==> config.mk <==
export PLATFORM = sky130hd
export DESIGN_NAME = deconvolve
export DESIGN_NICKNAME = d
export VERILOG_FILES = /design/src/rtl/deconvolve.sv
export SDC_FILE = /design/constraint.sdc
export NUM_CORES = 1
export LEC_CHECK = 0
export CORE_MARGIN = 8
export CORE_UTILIZATION = 30
export DETAILED_ROUTE_END_ITERATION = 6
export GPL_TIMING_DRIVEN = 0
export MAX_ROUTING_LAYER = met4
export SYNTH_ARGS = -nofsm -noshare
export SYNTH_HDL_FRONTEND = slang
export SYNTH_SLANG_ARGS = --single-unit
==> constraint.sdc <==
create_clock -name clk -period 3.9 [get_ports clk]
set_clock_uncertainty 0.15 [all_clocks]
set_input_delay 0.78 -clock clk [delete_from_list [all_inputs] [get_ports clk]]
set_output_delay 0.78 -clock clk [all_outputs]
set_load 0.02 [all_outputs]
==> src/rtl/deconvolve.sv <==
// Streaming inverse of a DEPTH-wide running-sum filter: e[n] = S[n] - S[n-1] + e[n-DEPTH].
// Define DECONVOLVE_SKID_EN for a 2-entry output skid buffer with a registered in_ready.
module deconvolve #(
  parameter int unsigned DEPTH = 8,
  parameter int unsigned W     = 12
) (
  input  logic         clk,
  input  logic         reset,
  input  logic         clear,
  input  logic [W-1:0] in_sum,
  input  logic         in_valid,
  output logic         in_ready,
  output logic [W-1:0] out_entry,
  output logic         out_valid,
  input  logic         out_ready,
  output logic         primed
);

  localparam int unsigned CW = $clog2(DEPTH + 1);

  typedef enum logic [1:0] {StEmpty, StOne, StTwo} state_e;

  state_e         state_q;
  logic [W-1:0]   hist_q [DEPTH];
  logic [W-1:0]   s_prev_q;
  logic [W-1:0]   head_q;
  logic [CW-1:0]  count_q;
  logic           out_valid_q;
  logic           primed_q;
`ifdef DECONVOLVE_SKID_EN
  logic [W-1:0]   tail_q;
  logic           in_ready_q;
`endif

  logic           accept;
  logic           drain;
  logic [W-1:0]   diff;
  logic [W-1:0]   entry;

  // Wrapping W-bit arithmetic is what makes the inversion exact.
  assign diff  = in_sum - s_prev_q;
  assign entry = diff + hist_q[DEPTH-1];

`ifdef DECONVOLVE_SKID_EN
  assign in_ready = in_ready_q;
`else
  assign in_ready = ~out_valid_q | out_ready;
`endif

  assign accept    = in_valid & in_ready;
  assign drain     = out_valid_q & out_ready;
  assign out_entry = head_q;
  assign out_valid = out_valid_q;
  assign primed    = primed_q;

  always_ff @(posedge clk or posedge reset) begin
    if (reset) begin
      state_q     <= StEmpty;
      s_prev_q    <= '0;
      head_q      <= '0;
      count_q     <= '0;
      out_valid_q <= 1'b0;
      primed_q    <= 1'b0;
      for (int i = 0; i < DEPTH; i++) hist_q[i] <= '0;
`ifdef DECONVOLVE_SKID_EN
      tail_q      <= '0;
      in_ready_q  <= 1'b1;
`endif
    end else if (clear) begin
      // Clear wins over a coincident accept; that sample is dropped.
      state_q     <= StEmpty;
      s_prev_q    <= '0;
      head_q      <= '0;
      count_q     <= '0;
      out_valid_q <= 1'b0;
      primed_q    <= 1'b0;
      for (int i = 0; i < DEPTH; i++) hist_q[i] <= '0;
`ifdef DECONVOLVE_SKID_EN
      tail_q      <= '0;
      in_ready_q  <= 1'b1;
`endif
    end else begin
      if (accept) begin
        s_prev_q  <= in_sum;
        hist_q[0] <= entry;
        for (int i = 1; i < DEPTH; i++) hist_q[i] <= hist_q[i-1];
        if (count_q != CW'(DEPTH)) count_q <= count_q + 1'b1;
        if (count_q >= CW'(DEPTH - 1)) primed_q <= 1'b1;
      end

`ifdef DECONVOLVE_SKID_EN
      case (state_q)
        StEmpty: begin
          if (accept) begin
            head_q      <= entry;
            state_q     <= StOne;
            out_valid_q <= 1'b1;
          end
        end
        StOne: begin
          if (accept && drain) begin
            head_q <= entry;
          end else if (accept) begin
            tail_q     <= entry;
            state_q    <= StTwo;
            in_ready_q <= 1'b0;
          end else if (drain) begin
            state_q     <= StEmpty;
            out_valid_q <= 1'b0;
          end
        end
        StTwo: begin
          // in_ready is low here, so only a drain can happen.
          if (drain) begin
            head_q     <= tail_q;
            state_q    <= StOne;
            in_ready_q <= 1'b1;
          end
        end
        default: begin
          state_q     <= StEmpty;
          out_valid_q <= 1'b0;
          in_ready_q  <= 1'b1;
        end
      endcase
`else
      case (state_q)
        StEmpty: begin
          if (accept) begin
            head_q      <= entry;
            state_q     <= StOne;
            out_valid_q <= 1'b1;
          end
        end
        StOne: begin
          if (accept) begin
            head_q <= entry;
          end else if (drain) begin
            state_q     <= StEmpty;
            out_valid_q <= 1'b0;
          end
        end
        default: begin
          state_q     <= StEmpty;
          out_valid_q <= 1'b0;
        end
      endcase
`endif
    end
  end

endmodule
Word-level counts from Yosys, hierarchy flattened --
Index checks and enable logic that the tools add are counted.
Word-level totals: bits in registers 128, input port bits 17, word-level logic and storage cells 60
Operators by class: $add $sub $neg 3, $lt $le $gt $ge 1, equality and inequality tests 5, muxes and demuxes 23, bitwise gates (word level) 4, reductions and logical operators 10
Operators with widths (count):
- $mux W96 | 2
- $mux W12 | 5
- $add A12 B12 Y12 | 1
- $mux W4 | 3
- $sub A12 B12 Y12 | 1
- $ne A3 B3 Y1 const B | 3
- $mux W2 | 4
- $reduce_bool A2 Y1 | 4
- $mux W1 | 7
- $reduce_and A2 Y1 | 3
- $add A4 B1 Y4 const B | 1
- $ge A4 B3 Y1 const B | 1
- $ne A4 B4 Y1 const B | 1
- $pmux W2 S2 | 1
- $reduce_and A3 Y1 | 1
- $and A1 B1 Y1 | 2
- $eq A2 B1 Y1 const B | 1
- $logic_not A2 Y1 | 1
- $pmux W1 S2 | 1
- $reduce_or A2 Y1 | 1
- $not A1 Y1 | 1
- $or A1 B1 Y1 | 1

Longest topological paths before layout --
word-level depth 6, gate-level depth with buffers 11, depth with buffers taken out 11

Worst setup path after synthesis --
OpenSTA, ideal clock, no wires.
path kind input to register, start in in_sum[4], end reg hist_q[89] (netlist bit), library setup time 0.136 ns, arrival 2.635 ns, required time 3.614 ns, slack 0.978 ns, stages on the path 9, path through inv_1 -> fa_1 -> inv_1 -> ha_1 -> a21o_1 -> a31o_1 -> or3_1 -> nand3_1 -> a21oi_1
On the way: longest elaborated chain between the ends 4
RTL lines:
- start: declaration | line 10 | input logic [W-1:0] in_sum,
- $sub A12 B12 Y12 | line 41 | assign diff = in_sum - s_prev_q;
- $add A12 B12 Y12 | line 42 | assign entry = diff + hist_q[DEPTH-1];
- $mux W96 | line 83 | if (accept) begin
- $mux W96 | line 69 | end else if (clear) begin
- end: declaration | line 24 | logic [W-1:0] hist_q [DEPTH];
Every way passes these cells. The select of a mux whose other input is x is not followed. A chain may end at the register's enable or synchronous reset.

Final worst setup path --
start in in_sum[1], end reg hist_q[94] (netlist bit)
Same word-level chain as after synthesis.

==> results.md <==
- Drt wl/cell: ~14 um
- CP startpoint kind: input pin
- Worst Tran Pin Value: slightly below 0.7 ns
- Synth warn: 0
- TritonCTS Buffers: 17
- Final period utilization: between 80% and 90%
- Via density: around 4.6
- Static Leak: 3.01 nW
- Share of layout cells above drive strength 1: a little over a tenth
- RD Place Congestion: 0.796
- # nets final: around 730
- R2R setup slack: ~1.2 ns
- Via count: between 4k and 5k
- Status: completed
- Row count: 50
- Initial antenna violation count: 0
- Post-route DRC violation count: 0
- Critical Path RT: slightly above 4 ns
- Largest fanout on the critical path: 4
- Post-DRT Antenna Nets: 0
- Slew Viols, Final: 0
- Final Hold Viols: 0
- Endpoints failing setup: 0
- Largest net degree at the start of global routing: 32
- HP Class: flip-flop to flip-flop
- Pwr/cell area: ~470 nW/um^2
- Crit path DAT: roughly 3.3 ns
- Max Fclk: 316 MHz
- CTS max path bufs: 2
- Yosys top cell area share: 50.9%
- Post-synth top cells: nand2_1 (205), a21oi_1 (115), dfrtp_1 (114)
- Hold Buf Count CTS: 0
- Later-pin clock latency in the skew report: approximately 0.41 ns
- CTS tree: built
- Async SR Flop Fraction: 100%
- GRT Total Usage: roughly 12%
- Yosys reg bits: approximately 110
- Top cell type by total area after synthesis: dfrtp_1
- Synthesized area: about 5600 sq um
- Io pins: 32
- Top_reg_cell synth: dfrtp_1
- # Max-Cap Violations: 0
- N_diodes: 0
- Die height: 153 um
- Syn Area/Cell: 8.77 sq um
- Number of synthesized flops with an enable pin: 0
- Syn Inst Count: around 640
- Reg clk slew, reported paths: about 0.05 ns
- Synth cell types: 45
- CTS root buf: clkbuf_16
- Post-layout min period: ~3.2 ns
- 1st-iter DRT viols: 250
- Port Buf Inserts: 30
- Remaining global-route overflow: 0
- Largest cells by area after synthesis: dfrtp_1 (51%), nand2_1 (14%), a21oi_1 (10%)
- Area delta synth->final: 22.0%
- Core ar.: roughly 19,000 sq um
- Unrepaired setup endpoints after global routing: false
- Post-DP HPWL: a little under 10 mm
- Maximum resistive drop on vdd: approximately 250 uV
- Initial Util: 30.2%
- Vias in the first global route: 4,250
- Setup WS post-layout: ~0.74 ns
- Sequential share of the synthesized area: between 50% and 60%
- Setup CP Type: input pin to flip-flop
- Cts repair resizes: 0
- Most common cell in the netlist: nand2_1
- H-tree lvl count: 4
- DRT Pass-1 Iters: 6
- DRT Wirelength: between 10 and 15 mm
- Mapped Nets: between 600 and 700
- Relative slew margins: between 50% and 60%
- Global-route wire length before repair: approximately 22 mm
- Chip Width: 153 um
- Die area: about 23,000 sq um
- Post-CTS setup buffers: 0
- Pre-CTS setup slack: around 0.3 ns
- Setup TNS Final: 0 ns
- Clock Sink Count: 114
- Crit path capture type: flip-flop
## critical path, stage by stage
cell	delay, ns
clkdlybuf4s50_1	0.48
inv_1	0.06
fa_1	0.53
fa_1	0.49
nor2b_4	0.15
o2111ai_1	0.18
a211oi_1	0.38
nor3_1	0.10
nand3b_1	0.17
## layout by cell type (no fill, tap or decap), drive strengths merged, types with 8 or more instances in the layout
cell type	count
o21ai	9
nor3	8
a21oi	116
ha	14
fa	11
nor2	11
dfrtp	114
buf	37
inv	48
nand2	206
nand3	8
clkbuf	43
clkdlybuf4s50	30
## per-stage QoR
stage | hold slack, ns | instances | area, sq um | util [%] | power [mW]
global placement | 0.347 | 903 | 6200 | 33.5 | 1.70
finish | 0.361 | 937 | 6840 | 36.9 | 3.20
detailed placement | 0.351 | 906 | 6260 | 33.8 | 1.71
floorplan | 0.347 | 639 | 5610 | - | 1.56
global route | 0.383 | 937 | 6840 | 36.9 | 3.32
CTS | 0.366 | 937 | 6840 | 36.9 | 3.23
## per-layer routing
metal  share of wire (%)  track usage [%]  up-vias
met4                 1.3             4.24        0
met3                 4.2             3.15       17
met5                   0                -        -
li1                    -                -     2157
met1                  46             15.0     2070
met2                  49             19.5       78
## worst paths after layout
check | end | from | cells past startpoint
worst max-delay path | hist_q[94]$_DFFE_PP0P_ | in_sum[1] | 9
worst min-delay path | primed$_DFFE_PP0P_ | primed$_DFFE_PP0P_ | 2
worst max register to register | hist_q[94]$_DFFE_PP0P_ | hist_q[1]$_DFFE_PP0P_ | 8
worst min register to register | primed$_DFFE_PP0P_ | primed$_DFFE_PP0P_ | 2
max in group asynchronous | hist_q[35]$_DFFE_PP0P_ | reset | 4
min in group asynchronous | s_prev_q[1]$_DFFE_PP0P_ | reset | 2
## state kept, by name (all words and copies together), names as in the netlist
signal,flops
s_prev_q,12
out_entry,1
hist_q,95
out_valid,1
count_q,4
primed,1
## layout make-up
cell class / instances / area, sq um
Fill cell: 1902 / 11700
Sequential cell: 114 / 2850
Multi-Input combinational cell: 425 / 2260
Clock buffer: 27 / 533
Timing Repair Buffer: 33 / 360
Buffer: 51 / 300
Tap cell: 234 / 293
Inverter: 49 / 188
Clock inverter: 4 / 45.0
## cell families after synthesis
family	count (synthesis)	share of synthesized area, %
buf+inv	100	8.64
fa+ha+maj	25	7.06
mux	2	0.357
compound gates	141	13.7
simple gates	250	18.2
flops	114	50.9
xor+xnor	7	1.09
## report_power, final
| group | leakage, nW | internal, mW | switching, mW |
|---|---|---|---|
| Combinational | 1.15 | 0.178 | 0.256 |
| Clock | 0.289 | 0.987 | 0.526 |
| Sequential | 1.57 | 1.22 | 0.0306 |
Note: power is estimated with default switching activity, not from simulation.
==> RTL change, RTL diff (same settings) <==
`DEPTH`: 8 -> 4.
--- a/src/rtl/deconvolve.sv
+++ b/src/rtl/deconvolve.sv
@@ -1,7 +1,7 @@
 // Streaming inverse of a DEPTH-wide running-sum filter: e[n] = S[n] - S[n-1] + e[n-DEPTH].
 // Define DECONVOLVE_SKID_EN for a 2-entry output skid buffer with a registered in_ready.
 module deconvolve #(
-  parameter int unsigned DEPTH = 8,
+  parameter int unsigned DEPTH = 4,
   parameter int unsigned W     = 12
 ) (
   input  logic         clk,
Check against the original RTL: not equivalent (a bounded check fails within 10 cycles, from zero or initial values and one cycle with reset high).
==> RTL change against the original RTL <==
Sequential cell count down 49. Critical path depth unchanged. Sequential power down 41%. Total power down 39%. Clock power down 45%. Fmax down 5.8%. Largest power group unchanged. Synthesized area down 34%. Setup slack worse by 190 ps. Routed wire length down 33%. Combinational power down 9.4%. Final area down 34%.
==> RTL change: results (changes against the original RTL) <==
[metrics] run status: complete, no violations
[metrics] multi-input logic portion of the cell area: 0.369 (+0.0378)
[metrics] router iterations before antenna repair: 5 (-1)
[metrics] Yosys cell types: 48 (+6.7%)
[metrics] global-route wire length before repair: 15200 um (-32%)
[metrics] detailed-routed wire length on met2: 4050 um (-38%)
[metrics] post-synthesis share of cell area spent on full adders, half adders and majority gates: 0.111 (+0.0405)
[metrics] routed vias/inst: 4.79 (+3.8%)
[metrics] leading cell types by total area after synthesis: sky130_fd_sc_hd__dfrtp_1, sky130_fd_sc_hd__nand2_1, sky130_fd_sc_hd__a21oi_1
[metrics] met3 global-route usage: 0.0205 (-0.0110)
[metrics] met3 WL: 452 um (-20%)
[metrics] number of DRC markers after the initial detailed-route iteration: 180 (-28%)
[metrics] number of sequential cells: 65 (-43%)
[metrics] met2 track utilization from global routing: 0.187 (-0.00820)
[metrics] CLK BUF: 10 (-63%)
[metrics] post-detailed-placement half-perimeter wirelength: 6680 um (-31%)
[metrics] placed instance count: 600 (-34%)
[metrics] Leakage: 2.01 nW (-33%)
[metrics] worst-case vdd ir drop: 0.160 mV (-36%)
[metrics] endpoint arrival time on the critical path: 3470 ps (+160 ps)
[metrics] number of global-route vias before repair: 2972 (-30%)
[metrics] area fraction in compound gates after synthesis: 0.151 (+0.0138)
[metrics] CTS buffer count: 9 (-8)
[metrics] M1 wire length: 4300 um (-30%)
[metrics] non-clock buffer area fraction after layout: 0.117 (+0.0203)
[metrics] synth cell count leaders: sky130_fd_sc_hd__nand2_1, sky130_fd_sc_hd__dfrtp_1, sky130_fd_sc_hd__a21oi_1
[metrics] largest registers ranked by flip-flop count: hist_q (47), s_prev_q (12), count_q (3)
-- RTL change: per-stage QoR --
step            util  total power, mW  hold WS [ps]  setup slack (ps)
2_1_floorplan      -             1.02           347               917
3_3_place_gp   0.347             1.14           333               195
3_5_place_dp   0.349             1.15           335               238
4_1_cts        0.375             1.98           356               573
5_1_grt        0.375             2.06           369               382
6_report       0.375             1.96           351               542
-- RTL change: path summary, 6_finish.rpt --
path / start / end / slack (ps) / cells after the start
max: in_sum[1] / hist_q[44] / 540 / 9
min: primed / primed / 350 / 2
max reg2reg: hist_q[0] / hist_q[44] / 1160 / 11
min reg2reg: primed / primed / 350 / 2
max in group asynchronous: reset / s_prev_q[11] / 2200 / 3
min in group asynchronous: reset / count_q[0] / 760 / 2
-- RTL change: where the power goes --
group	total, mW	switching, mW	internal, mW
sequential	0.743	0.0319	0.711
combinational	0.393	0.224	0.170
clock	0.828	0.314	0.514
